$ cat src/rtl/uart_tx_arbiter.sv
// Round-robin scheduler that shares one UART TX core among N_REQ byte sources.
// Tracks the core busy handshake per frame, adds a lock-based enable and a sticky watchdog error.
module uart_tx_arbiter #(
   parameter int unsigned N_REQ          = 4,
   parameter int unsigned DATAWIDTH_BUS  = 8,
   parameter int unsigned TIMEOUT_CYCLES = 16,
   parameter int unsigned STATE_SIZE     = 3
) (
   input  logic                           UART_ARB_CLOCK_50,
   input  logic                           UART_ARB_RESET_InLow,
   input  logic                           UART_ARB_enable_InHigh,
   input  logic [N_REQ-1:0]               UART_ARB_req_InHigh,
   input  logic [N_REQ*DATAWIDTH_BUS-1:0] UART_ARB_data_In,
   output logic [N_REQ-1:0]               UART_ARB_ack_Out,
   output logic [$clog2(N_REQ)-1:0]       UART_ARB_grant_Out,
   output logic                           UART_ARB_active_Out,
   output logic                           UART_ARB_error_Out,
   output logic                           UART_ARB_txLock_Out,
   output logic                           UART_ARB_txNewData_Out,
   output logic [DATAWIDTH_BUS-1:0]       UART_ARB_txData_Out,
   input  logic                           UART_ARB_txBusy_In
);

   localparam int unsigned GW = $clog2(N_REQ);
   localparam int unsigned CW = $clog2(TIMEOUT_CYCLES + 1);

   typedef enum logic [STATE_SIZE-1:0] {
      S_SYNC, S_IDLE, S_LOCKED, S_ISSUE,
      S_WAIT_START, S_WAIT_STOP, S_WAIT_REARM, S_WAIT_READY
   } state_t;

   state_t                   state, state_d;
   logic                     seen, seen_d;
   logic [CW-1:0]            wd_cnt, wd_cnt_d;
   logic [GW-1:0]            rr_ptr, rr_ptr_d;
   logic [N_REQ-1:0]         ack_d;
   logic [GW-1:0]            grant_d;
   logic                     active_d, error_d, tx_lock_d, tx_new_data_d;
   logic [DATAWIDTH_BUS-1:0] tx_data_d;
   logic                     timed;
   logic                     win_found;
   logic [GW-1:0]            win_idx;
   logic [GW-1:0]            scan_idx;
   logic                     busy;

   assign busy = UART_ARB_txBusy_In;

   // First asserted request at or after the round-robin pointer, wrapping at N_REQ.
   always_comb begin
      win_found = 1'b0;
      win_idx   = '0;
      scan_idx  = '0;
      for (int unsigned k = 0; k < N_REQ; k++) begin
         scan_idx = GW'((32'(rr_ptr) + k) % N_REQ);
         if (!win_found && UART_ARB_req_InHigh[scan_idx]) begin
            win_found = 1'b1;
            win_idx   = scan_idx;
         end
      end
   end

   always_comb begin
      state_d       = state;
      seen_d        = 1'b0;
      wd_cnt_d      = '0;
      rr_ptr_d      = rr_ptr;
      ack_d         = '0;
      grant_d       = UART_ARB_grant_Out;
      active_d      = UART_ARB_active_Out;
      error_d       = UART_ARB_error_Out;
      tx_lock_d     = 1'b0;
      tx_new_data_d = 1'b0;
      tx_data_d     = UART_ARB_txData_Out;
      timed         = 1'b0;

      case (state)
         S_SYNC: begin
            if (seen && !busy) begin
               state_d = S_IDLE;
            end else begin
               seen_d = seen | busy;
               timed  = 1'b1;
            end
         end
         S_IDLE: begin
            if (!UART_ARB_enable_InHigh) begin
               state_d   = S_LOCKED;
               tx_lock_d = 1'b1;
            end else if (win_found) begin
               state_d       = S_ISSUE;
               ack_d         = N_REQ'(1) << win_idx;
               grant_d       = win_idx;
               rr_ptr_d      = GW'((32'(win_idx) + 32'd1) % N_REQ);
               tx_data_d     = DATAWIDTH_BUS'(UART_ARB_data_In >> (32'(win_idx) * DATAWIDTH_BUS));
               tx_new_data_d = 1'b1;
               active_d      = 1'b1;
            end
         end
         S_LOCKED: begin
            if (UART_ARB_enable_InHigh) state_d = S_SYNC;
            else                        tx_lock_d = 1'b1;
         end
         S_ISSUE: state_d = S_WAIT_START;
         S_WAIT_START: begin
            if (busy) state_d = S_WAIT_STOP;
            else      timed   = 1'b1;
         end
         S_WAIT_STOP: begin
            if (!busy) state_d = S_WAIT_REARM;
         end
         S_WAIT_REARM: begin
            if (busy) state_d = S_WAIT_READY;
            else      timed   = 1'b1;
         end
         S_WAIT_READY: begin
            if (!busy) begin
               state_d  = S_IDLE;
               active_d = 1'b0;
            end else begin
               timed = 1'b1;
            end
         end
         default: state_d = S_SYNC;
      endcase

      // Watchdog: the in-flight byte is dropped and the core is re-synchronised.
      if (timed) begin
         if (wd_cnt == CW'(TIMEOUT_CYCLES - 1)) begin
            error_d  = 1'b1;
            active_d = 1'b0;
            state_d  = S_SYNC;
         end else begin
            wd_cnt_d = wd_cnt + CW'(1);
         end
      end
   end

   always_ff @(posedge UART_ARB_CLOCK_50 or negedge UART_ARB_RESET_InLow) begin
      if (!UART_ARB_RESET_InLow) begin
         state                  <= S_SYNC;
         seen                   <= 1'b0;
         wd_cnt                 <= '0;
         rr_ptr                 <= '0;
         UART_ARB_ack_Out       <= '0;
         UART_ARB_grant_Out     <= '0;
         UART_ARB_active_Out    <= 1'b0;
         UART_ARB_error_Out     <= 1'b0;
         UART_ARB_txLock_Out    <= 1'b0;
         UART_ARB_txNewData_Out <= 1'b0;
         UART_ARB_txData_Out    <= '0;
      end else begin
         state                  <= state_d;
         seen                   <= seen_d;
         wd_cnt                 <= wd_cnt_d;
         rr_ptr                 <= rr_ptr_d;
         UART_ARB_ack_Out       <= ack_d;
         UART_ARB_grant_Out     <= grant_d;
         UART_ARB_active_Out    <= active_d;
         UART_ARB_error_Out     <= error_d;
         UART_ARB_txLock_Out    <= tx_lock_d;
         UART_ARB_txNewData_Out <= tx_new_data_d;
         UART_ARB_txData_Out    <= tx_data_d;
      end
   end

endmodule

$ cat config.mk
export PLATFORM = sky130hd
export DESIGN_NAME = uart_tx_arbiter
export DESIGN_NICKNAME = d
export VERILOG_FILES = /design/src/rtl/uart_tx_arbiter.sv
export SDC_FILE = /design/constraint.sdc
export NUM_CORES = 1
export LEC_CHECK = 0
export BUFFER_PORTS_ARGS = -buffer_cell sky130_fd_sc_hd__buf_2
export CORE_ASPECT_RATIO = 0.6
export CORE_MARGIN = 2
export CORE_UTILIZATION = 45
export CTS_CLUSTER_DIAMETER = 80
export DETAILED_ROUTE_END_ITERATION = 6
export PLACE_DENSITY = 0.7
export SLEW_MARGIN = 30
export SYNTH_ARGS = -nofsm -noshare
export SYNTH_HDL_FRONTEND = slang
export SYNTH_SLANG_ARGS = --single-unit
$ cat constraint.sdc
create_clock -name UART_ARB_CLOCK_50 -period 2.1 [get_ports UART_ARB_CLOCK_50]
set_clock_uncertainty 0.05 [all_clocks]
set_input_delay 0.315 -clock UART_ARB_CLOCK_50 [delete_from_list [all_inputs] [get_ports UART_ARB_CLOCK_50]]
set_output_delay 0.315 -clock UART_ARB_CLOCK_50 [all_outputs]
set_load 0.03 [all_outputs]
Word level (Yosys, flattened, before mapping) --
Cells that the tools add are included.
Word-level totals: bits of input ports 40, bits in registers 29, output and inout port bits 18, logic and storage cells 93
Operators by class: multiplexer cells 49, equal/unequal tests 8, bitwise logic cells 1, $add $sub $neg 5, reductions and logical operators 13, $lt $le $gt $ge 4, shift-type cells 2
Operator list (number):
- >> shifter 32 x 5 -> 8 bit | 1
- 2-to-1 mux 3 bit | 10
- case mux 3 bit (8 select lines) | 1
- 2-to-1 mux 1 bit | 23
- equality test 3 bit, second input constant | 4
- < comparator 2 x 3 -> 1 bit, second input constant | 4
- 2-to-1 mux 4 bit | 3
- 2-to-1 mux 5 bit | 2
- binary-select mux 1 bit (select 2 bit) | 4
- 2-to-1 mux 2 bit | 4
- equality test 3 x 2 -> 1 bit, second input constant | 2
- adder 5 x 1 -> 5 bit, second input constant | 1
- equality test 5 x 4 -> 1 bit, second input constant | 1
- adder 2 x 1 -> 2 bit, second input constant | 2
- adder 2 bit, second input constant | 2
- logical AND 1 bit | 4
- zero test 1 bit | 4
- OR reduction 2 bit | 2
- left shift 1 x 2 -> 4 bit, first input constant | 1
- equality test 3 x 1 -> 1 bit, second input constant | 1
- zero test 3 bit | 1
- case mux 1 bit (3 select lines) | 1
- AND reduction 3 bit | 1
- case mux 1 bit (2 select lines) | 1
- other kinds (2) | 2

Depth between registers and ports, before layout --
depth in word-level cells 17, gate-level depth with buffers 9, depth with buffers taken out 7

Worst setup path before layout --
Ideal clock, no wire load.
kind register to register, start register rr_ptr[1], end register rr_ptr[1], cell stages (with the launch flop) 10, setup slack 0.354 ns, required time 1.933 ns, clock period less this slack 1.746 ns, library setup time 0.117 ns, arrival time 1.579 ns, path buffers 2, cells stage by stage dfrtp_1 -> nand2b_1 -> a21o_1 -> o211ai_1 -> buf_6 -> buf_6 -> inv_1 -> ha_1 -> nand2_1 -> nand2_1
Between the ends: word-level cells in the longest chain between the ends 13, elaborated cells on any way between the ends 27, those cells by class add/sub (4); mux (16); reduce/logical (7)
RTL lines:
- start: declaration | line 35 | logic [GW-1:0] rr_ptr, rr_ptr_d;
- start signal: assignment | line 155 | rr_ptr <= rr_ptr_d;
- parallel branches: the longest is 11 deep, another holds adder 2 x 1 -> 2 bit
- 2-to-1 mux 2 bit (*) | line 55 | if (!win_found && UART_ARB_req_InHigh[scan_idx]) begin
- net win_idx[0] | line 42 | logic [GW-1:0] win_idx;
- adder 2 x 1 -> 2 bit (*) | line 93 | rr_ptr_d = GW'((32'(win_idx) + 32'd1) % N_REQ);
Mark *: on every way through the listed nets, which the timed path passes. The select of a mux whose other input is x is not followed. A chain may end at the register's enable or synchronous reset.

Final worst setup path --
Ends and elaborated chain as after synthesis.

==> metrics.txt <==
outcome=completed; number of synthesized flops with an enable pin=0; synthesized area=1720 um2; worst-path maximum fanout=7; gpl congestion=0.876; Die Ht=around 52 um; reg2reg start=rr_ptr[1]$_DFFE_PN0P_; R2R Path End=rr_ptr[1]$_DFFE_PN0P_; post-route ant nets=0; post-synthesis sequential area ratio=a little over two fifths; detailed-placement wirelength estimate=slightly below 3000 um; min cycle time layout=1740 ps; VDD IR max=0.631 mV; drt first pass iters=4; syn_area_per_cell=9.41 um2; CTS Buffer Depth=2; FFs w/ async S/R, synth=100%; IO Count=58; Tightest Pin Transition=around 660 ps; CTS tree=yes; area delta synth->final=24.2%; Hold WS=around 9.3 ps; Initial DRC Count=68; Via density=around 5.3; Clock Latency Late Sink=280 ps; #FFs+latches synth=29; DR WL/cell=13.8 um; Core Region=3680 um2; largest net degree at the start of global routing=30; cells after synthesis=between 150 and 200; ant diodes=0; crit path kind=flop to flop; post-synth top area share=a little over two fifths; yosys warns=0; fin. max-slew vios=0; CTS resizes=0; Yosys top cell by area=dfrtp_1; pwr dens=1180 nW/um2; period utilisation layout=between 80 and 90%; max cap viols=0; DIE WIDTH=83.9 um; H-tree levels=2; fin nets=about 290; gr usage total=19.4%; initial core utilization=46.8%; Fin. Hold Viols=0; clock-pin slew on the worst setup and hold paths=60 ps; Worst Setup End Kind=flop; CP endpoint=rr_ptr[1]$_DFFE_PN0P_; CP Data Required Time=around 2200 ps; total die area=4360 um2; grt total ovfl=0; Buffers on Ports=57; first-pass GRT wire length=6380 um; ys flop type=dfrtp_1; WL final=4000 um; syn_nets=228; crit path DAT=1870 ps; Netlist cell types=38; CP Launch Type=flop; Slew Limit Headroom=56.0%; top post-synthesis cells by area=dfrtp_1 42%, mux2i_1 9.3%, a21oi_1 5.5%, nand3_1 5.2%, o211ai_1 3.9%; hold bufs inserted after CTS=0; Fin Setup TNS=0 ps; clk root buf=clkbuf_8; Via Count=1540; Setup crit start=rr_ptr[1]$_DFFE_PN0P_; Rows=17; LEAKAGE=1.11 nW; layout cell share with drive strength beyond 1=32.1%; clock sinks=29; highest clock rate=575 MHz; worst hold path class=input pin to async pin; Residual DRC=0; Post-CTS Setup Inserts=0; RSZ-0062 raised after global routing=false; worst r2r path cells=7; Setup Viol. Count Final=0; initial antenna violation count=0; CTS buffer count=5; vias in the first global route=1310; FF-to-FF setup slack=360 ps
[final cells by class]
class                   instances  area, um2
clock buffers                   6       72.6
well taps                      47       58.8
fillers                       331       1540
flip-flops and latches         29        726
multi-input cells             137        903
clock inverters                 2       10.0
inverters                       5       18.8
repair buffers                 64        350
[where the power goes]
part | switching, mW | internal [mW] | total [mW] | leakage (nW)
logic | 0.704 | 0.458 | 1.16 | 0.693
clock network | 0.218 | 0.229 | 0.447 | 0.0450
registers | 0.191 | 0.734 | 0.926 | 0.374
total | 1.11 | 1.42 | 2.53 | 1.11
[logic make-up after synthesis]
family          Yosys count  synth area share (%)
flops                    29                  42.1
xor+xnor                  4                  2.03
fa+ha+maj                 5                  3.63
compound gates           42                  16.0
mux                      16                  9.30
buf+inv                  17                  5.45
simple gates             70                  21.4
[flip-flops by register name (all words and copies together) (netlist names)]
name / cells
state: 3
UART_ARB_error_Out: 1
wd_cnt: 5
UART_ARB_grant_Out: 2
UART_ARB_txLock_Out: 1
UART_ARB_txNewData_Out: 1
UART_ARB_ack_Out: 4
UART_ARB_active_Out: 1
seen: 1
rr_ptr: 2
UART_ARB_txData_Out: 8
[metal layers]
metal | share of wire [%] | track usage [%] | up-vias
met4 | 0.55 | 8.06 | 0
met3 | 4.6 | 5.24 | 2
li1 | - | - | 776
met2 | 41 | 25.2 | 40
met1 | 54 | 29.5 | 722
met5 | 0 | 0 | -
[synth_stat cells (2+ instances only)]
cell type	instances
buf_2	9
mux2i_1	16
a21o_1	3
nor3_1	3
o21ai_1	2
o21ai_0	2
a21oi_1	19
o211ai_1	9
nand2_1	17
nand2b_1	2
dfrtp_1	29
xnor2_1	3
buf_6	2
nand3_1	18
inv_1	5
ha_1	5
nor2_1	13
and3_1	6
[cell usage in the layout, fill, tap and decap left out, types with 2 or more instances in the layout]
cell type	n
inv_1	5
a21o_1	3
nand2_1	17
o21ai_1	2
nor2_1	13
buf_2	57
a21oi_1	19
clkinv_2	2
o21ai_0	2
o211ai_1	9
nand3_1	18
ha_1	5
xnor2_1	3
nor3_1	3
dfrtp_1	29
clkbuf_8	5
buf_4	6
mux2i_1	16
and3_1	6
nand2b_1	2
[metrics by stage]
step	setup slack (ps)	utilization, %	area (um2)	total power, mW	instances
2_1_floorplan	354	-	1720	1.79	183
3_3_place_gp	263	55.9	2060	2.08	282
3_5_place_dp	245	55.9	2060	2.09	282
4_1_cts	372	58.1	2140	2.55	290
5_1_grt	223	58.1	2140	2.71	290
6_report	360	58.1	2140	2.53	290
[critical path, stage by stage (launching register included)]
cell	delay [ps]
dfrtp_1	440
nor2_1	240
o21ai_1	90
o211ai_1	190
inv_1	160
ha_1	310
nand2_1	90
nand2_1	60
[how the worst min path moves through the flow]
stage	startpoint	end	depth (start not counted)
CTS	UART_ARB_RESET_InLow	rr_ptr[1]$_DFFE_PN0P_	1
detailed placement	UART_ARB_RESET_InLow	state[1]$_DFF_PN0_	1
global route	UART_ARB_RESET_InLow	UART_ARB_error_Out$_DFFE_PN0P_	1
floorplan	UART_ARB_RESET_InLow	UART_ARB_ack_Out[0]$_DFF_PN0_	0
global placement	UART_ARB_RESET_InLow	state[1]$_DFF_PN0_	1
finish	UART_ARB_RESET_InLow	rr_ptr[1]$_DFFE_PN0P_	1
No activity file was read; power rests on OpenSTA's default activity.
